$ cat config.mk
export PLATFORM = sky130hd
export DESIGN_NAME = ram_loader
export DESIGN_NICKNAME = d
export VERILOG_FILES = /design/src/rtl/ram_loader_pkg.sv /design/src/rtl/ram_port_mux.sv /design/src/rtl/ram_loader.sv
export SDC_FILE = /design/constraint.sdc
export NUM_CORES = 1
export LEC_CHECK = 0
export CAP_MARGIN = 20
export CORE_UTILIZATION = 49
export DETAILED_ROUTE_END_ITERATION = 16
export PLACE_DENSITY_LB_ADDON = 0.1
export RECOVER_POWER = 100
export REMOVE_ABC_BUFFERS = 1
export SYNTH_ARGS = -nofsm -noshare
export SYNTH_HDL_FRONTEND = slang
export SYNTH_SLANG_ARGS = --single-unit
export TNS_END_PERCENT = 100
$ cat constraint.sdc
create_clock -name clk -period 3.65 [get_ports clk]
set_input_delay 0.5475 -clock clk [delete_from_list [all_inputs] [get_ports clk]]
set_output_delay 0.5475 -clock clk [all_outputs]
set_load 0.03 [all_outputs]
$ cat src/rtl/ram_loader_pkg.sv
// Shared defaults, FSM encoding and byte-order helper for the boot-time RAM loader.
package ram_loader_pkg;

    localparam int ADDR_W_DEF     = 8;
    localparam int DATA_W_DEF     = 16;
    localparam int LOAD_WORDS_DEF = 256;
    localparam int BYTE_W         = 8;

    // Stream order: the first byte of each pair is the high byte of the word.
    localparam bit HI_BYTE_FIRST  = 1'b1;

    typedef enum logic [2:0] {
        ST_IDLE   = 3'd0,
        ST_HI     = 3'd1,
        ST_LO     = 3'd2,
        ST_WRITE  = 3'd3,
        ST_DONE   = 3'd4,
        ST_CHK_HI = 3'd5,
        ST_CHK_LO = 3'd6
    } state_t;

    function automatic logic [2*BYTE_W-1:0] pack_word(input logic [BYTE_W-1:0] first,
                                                      input logic [BYTE_W-1:0] second);
        return HI_BYTE_FIRST ? {first, second} : {second, first};
    endfunction

endpackage

$ cat src/rtl/ram_port_mux.sv
// Purely combinational select of loader or CPU onto the RAM write port (sel=1 -> loader).
// Zero latency; no backpressure.
module ram_port_mux #(
    parameter int ADDR_W = 8,
    parameter int DATA_W = 16
) (
    input  logic              sel,
    input  logic [ADDR_W-1:0] ld_addr,
    input  logic              ld_we,
    input  logic [DATA_W-1:0] ld_d,
    input  logic [ADDR_W-1:0] cpu_addr,
    input  logic              cpu_we,
    input  logic [DATA_W-1:0] cpu_d,
    output logic [ADDR_W-1:0] ram_addr,
    output logic              ram_we,
    output logic [DATA_W-1:0] ram_d
);

    assign ram_addr = sel ? ld_addr : cpu_addr;
    assign ram_we   = sel ? ld_we   : cpu_we;
    assign ram_d    = sel ? ld_d    : cpu_d;

endmodule

$ cat src/rtl/ram_loader.sv
// Byte-stream to 16-bit RAM loader: 3 cycles/word minimum, stalls on in_valid=0 without losing data.
// Optional trailing checksum word under LOADER_CHECKSUM_EN; CPU owns the RAM port whenever not busy.
module ram_loader
    import ram_loader_pkg::*;
#(
    parameter int ADDR_W     = ADDR_W_DEF,
    parameter int DATA_W     = DATA_W_DEF,
    parameter int LOAD_WORDS = LOAD_WORDS_DEF
) (
    input  logic              clk,
    input  logic              rst,
    input  logic              start,
    input  logic [7:0]        in_byte,
    input  logic              in_valid,
    output logic              in_ready,
    input  logic [ADDR_W-1:0] cpu_addr,
    input  logic              cpu_we,
    input  logic [DATA_W-1:0] cpu_d,
    output logic [ADDR_W-1:0] ram_addr,
    output logic              ram_we,
    output logic [DATA_W-1:0] ram_d,
    output logic              busy,
    output logic              done,
    output logic [ADDR_W:0]   word_count,
    output logic              checksum_err
);

    localparam int LAST_INT = LOAD_WORDS - 1;
    localparam logic [ADDR_W:0] LAST_IDX = LAST_INT[ADDR_W:0];

    state_t              state_q, state_d;
    logic [ADDR_W-1:0]   addr_q;
    logic [ADDR_W:0]     wcnt_q;
    logic [7:0]          hi_q, lo_q;
    logic                ld_we;
    logic [DATA_W-1:0]   ld_d;

    assign ld_d       = DATA_W'(pack_word(hi_q, lo_q));
    assign word_count = wcnt_q;

    always_comb begin
        state_d  = state_q;
        in_ready = 1'b0;
        busy     = 1'b0;
        done     = 1'b0;
        ld_we    = 1'b0;
        case (state_q)
            ST_IDLE, ST_DONE: begin
                done = (state_q == ST_DONE);
                if (start) state_d = ST_HI;
            end
            ST_HI: begin
                in_ready = 1'b1;
                busy     = 1'b1;
                if (in_valid) state_d = ST_LO;
            end
            ST_LO: begin
                in_ready = 1'b1;
                busy     = 1'b1;
                if (in_valid) state_d = ST_WRITE;
            end
            ST_WRITE: begin
                busy  = 1'b1;
                ld_we = 1'b1;
                if (wcnt_q == LAST_IDX) begin
`ifdef LOADER_CHECKSUM_EN
                    state_d = ST_CHK_HI;
`else
                    state_d = ST_DONE;
`endif
                end else begin
                    state_d = ST_HI;
                end
            end
`ifdef LOADER_CHECKSUM_EN
            ST_CHK_HI: begin
                in_ready = 1'b1;
                busy     = 1'b1;
                if (in_valid) state_d = ST_CHK_LO;
            end
            ST_CHK_LO: begin
                in_ready = 1'b1;
                busy     = 1'b1;
                if (in_valid) state_d = ST_DONE;
            end
`endif
            default: state_d = ST_IDLE;
        endcase
    end

    always_ff @(posedge clk or posedge rst) begin
        if (rst) begin
            state_q <= ST_IDLE;
            addr_q  <= '0;
            wcnt_q  <= '0;
            hi_q    <= '0;
            lo_q    <= '0;
        end else begin
            state_q <= state_d;
            case (state_q)
                ST_IDLE, ST_DONE: begin
                    if (start) begin
                        addr_q <= '0;
                        wcnt_q <= '0;
                    end
                end
                ST_HI:    if (in_valid) hi_q <= in_byte;
                ST_LO:    if (in_valid) lo_q <= in_byte;
                ST_WRITE: begin
                    // addr_q is ADDR_W wide, so a full-depth load wraps it back to 0.
                    addr_q <= addr_q + ADDR_W'(1);
                    wcnt_q <= wcnt_q + (ADDR_W+1)'(1);
                end
`ifdef LOADER_CHECKSUM_EN
                ST_CHK_HI: if (in_valid) hi_q <= in_byte;
`endif
                default: ;
            endcase
        end
    end

`ifdef LOADER_CHECKSUM_EN
    logic [DATA_W-1:0] csum_q;
    logic              chk_err_q;

    always_ff @(posedge clk or posedge rst) begin
        if (rst) begin
            csum_q    <= '0;
            chk_err_q <= 1'b0;
        end else begin
            case (state_q)
                ST_IDLE, ST_DONE: begin
                    if (start) begin
                        csum_q    <= '0;
                        chk_err_q <= 1'b0;
                    end
                end
                ST_WRITE:  csum_q <= csum_q + ld_d;
                ST_CHK_LO: if (in_valid) chk_err_q <= (DATA_W'(pack_word(hi_q, in_byte)) != csum_q);
                default: ;
            endcase
        end
    end

    assign checksum_err = chk_err_q;
`else
    assign checksum_err = 1'b0;
`endif

    ram_port_mux #(
        .ADDR_W (ADDR_W),
        .DATA_W (DATA_W)
    ) u_mux (
        .sel      (busy),
        .ld_addr  (addr_q),
        .ld_we    (ld_we),
        .ld_d     (ld_d),
        .cpu_addr (cpu_addr),
        .cpu_we   (cpu_we),
        .cpu_d    (cpu_d),
        .ram_addr (ram_addr),
        .ram_we   (ram_we),
        .ram_d    (ram_d)
    );

endmodule
==> flow_summary.yaml <==
cts:
  root_buffer: "clkbuf_8"
  ctsResizeCount: 0
  cts_tree: "done"
  clock_sinks: 36
  hold_buffers: 0
  cts_setup_buffers: 0
  cts_htree_levels: 2
  clk_latency_ns: 0.28
  clkSlewWorstSetupHoldPaths_ns: 0.07
  cts_made_buffers: 5
  cts_buffer_depth: 2
route:
  ant_nets: 0
  via_count: 1594
  wl_per_cell_microns: 15.26
  first_pass_iters: 4
  post_drt_via_cell_ratio: 5.478
  drc_errors: 0
  drtIter0Drc: 74
  routed_wl_mm: 4.440
synth:
  synthFlopType: "dfrtp_1"
  synth_edf_count: 0
  async_flop_share_pct: 100.0
  synthTopCellsByCount: "dfrtp_1, mux2_2, nand2_1, mux2_4, buf_6"
  synth_top_area_cell: "dfrtp_1"
  avgSynthCellArea_sq_um: 12.53
  synthesis.area_sq_mm: 0.002142
  synthTopCellsByArea: "dfrtp_1, mux2_2, mux2_4"
  yosysWarnings: 0
  yosysTopAreaCellShare_pct: 42.06
  syn_inst: 171
  synth.distinct_cells: 40
  ys_seq_elements: 36
  synth_most_common_cell: "dfrtp_1"
  ys_seq_area_share_pct: 42.06
layout:
  antenna_cells: 0
  design_area_sq_mm: 0.002875
  syn_to_final_growth_pct: 34.23
  final_cells: 291
  drive_above_1_share_pct: 22.41
  nets: 281
power_and_ir_drop:
  powerDensity_mw_per_mm2: 817.6
  leakage_nw: 1.289
  peakVddDrop_v: 0.0004213
sta:
  rsz0062_at_grt: "no"
  finalHoldViolCount: 0
  fin_skew_ns: 0.007940
  post-route-period-util_pct: 87.82
  finalSetupViolCount: 0
  min_period_ns: 3.205
  finalSetupTns_ns: 0
  worst_slew_pin_slew_ns: 0.8254
  slew_headroom_pct: 44.91
  maxSlewViolCount: 0
  fmax_ghz: 0.3120
job:
  drv_cap: 0
grt:
  grt_pass1_vias: 1526
  overflow: 0
  grt_max_degree: 28
  antenna_found_initial: 0
  grt_pass1_wl_mm: 6.941
  grt_usage_pct: 20.65
worst_hold_path:
  hold_start: "addr_q[7]"
  hold_depth: 1
  hp-class: "reg -> reg"
  holdPathEnd: "addr_q[7]"
worst_setup_path:
  critPathMaxFanout: 27
  timing.rr.end: "word_count[5]"
  worstPathArrival_ns: 2.66
  critPathRequiredTime_ns: 3.10
  r2r_cells: 3
  r2r_slack_ns: 1.54
  crit_type: "reg -> out"
  critPathLaunchType: "flip-flop"
  rr_startpoint: "state_q[0]"
  cp-end-kind: "output port"
floorplanning:
  start_util_pct: 52.42
  die_area_sq_mm: 0.004640
  core_area_sq_mm: 0.004086
  io_pins: 75
  fp.dieH_microns: 68.12
  fp-row-count: 23
  die_width_microns: 68.12
outcome:
  status: "finished, final reports clean"
placed_design:
  portBuffers: 73
  dp_cells: 284
  place_congestion: 0.8044
  dp.final_hpwl_mm: 3.218
  place_area_sq_mm: 0.002840
-- worst max-delay path by stage --
stage                     slack [ns]          end  startpoint  depth (start not counted)
after floorplan                 0.11  ram_addr[4]  state_q[1]                          2
after global placement          1.09  ram_addr[7]  state_q[1]                          4
after detailed placement        1.04  ram_addr[7]  state_q[1]                          4
after CTS                       0.72  ram_addr[7]  state_q[1]                          4
after global routing            0.32    ram_d[11]  state_q[1]                          4
final                           0.44  ram_addr[0]  state_q[1]                          4
-- metal layers --
metal	share of wire, %	routed length, microns	track usage [%]
met3	7.3	324	6.333
met4	0.47	21	7.292
met1	42	1884	24.39
met2	50	2209	35.17
met5	0	0	0
-- cell type report --
cell class,instances,area (sq um)
flip-flops and latches,36,900.9
well taps,50,62.56
inverters,5,18.77
repair buffers,75,739.5
multi-input cells,118,1057
clock buffers,7,96.34
fillers,292,1211
-- logic make-up after synthesis --
logic type,after synthesis,synth area share (%)
AOI/OAI and AO/OA,21,8.412
adders and majority gates,3,1.753
buffers and inverters,17,6.542
DFF,36,42.06
muxes,49,28.10
other,1,0.1751
and+or+nand+nor,44,12.97
-- critical path: stages (launching register included) --
cell	delay, ns
dfrtp_1	0.50
o21bai_4	0.17
clkbuf_2	0.65
mux2_4	0.35
dlygate4sd3_1	0.69
-- registers in the layout, indices dropped and copies added (netlist names) --
register and count:
lo_q 8, word_count 9, hi_q 8, state_q 3
addr_q 8
-- placed cells by master, fill, tap and decap left out, types with 2 or more instances in the layout --
| master | Yosys | layout |
|---|---|---|
| a22o_1 | 2 | 2 |
| ha_1 | 3 | 3 |
| nand3b_1 | 1 | 2 |
| dlygate4sd3_1 | 0 | 32 |
| mux2_2 | 25 | 25 |
| dfrtp_1 | 36 | 36 |
| inv_1 | 5 | 5 |
| o21ai_0 | 5 | 5 |
| o311ai_0 | 2 | 3 |
| o211ai_1 | 2 | 2 |
| nand2_1 | 17 | 17 |
| clkdlybuf4s50_1 | 0 | 41 |
| or2b_1 | 2 | 2 |
| nor2_1 | 2 | 3 |
| nand4_1 | 4 | 4 |
| a21oi_1 | 2 | 2 |
| clkbuf_8 | 0 | 7 |
| o41ai_1 | 2 | 2 |
| nand3_1 | 6 | 6 |
| mux2i_1 | 8 | 8 |
| mux2_4 | 16 | 16 |
-- power breakdown --
part	switching (mW)	total, mW	internal (mW)
Clock	0.130	0.298	0.168
Combinational	0.721	1.40	0.681
Sequential	0.120	0.651	0.530
-- metrics by stage --
| stage | hold slack [ns] | utilization [%] | power [mW] | setup WS [ns] |
|---|---|---|---|---|
| finish | 0.4940 | 70.36 | 2.351 | 0.4447 |
| global route | 0.5203 | 70.36 | 2.495 | 0.3195 |
| CTS | 0.4877 | 71.86 | 2.451 | 0.7240 |
| detailed placement | 0.4786 | 69.50 | 2.145 | 1.044 |
| global placement | 0.4742 | 69.50 | 2.116 | 1.089 |
| floorplan | 0.4440 | - | 1.639 | 0.1077 |
Note: power is estimated with default switching activity, not from simulation.
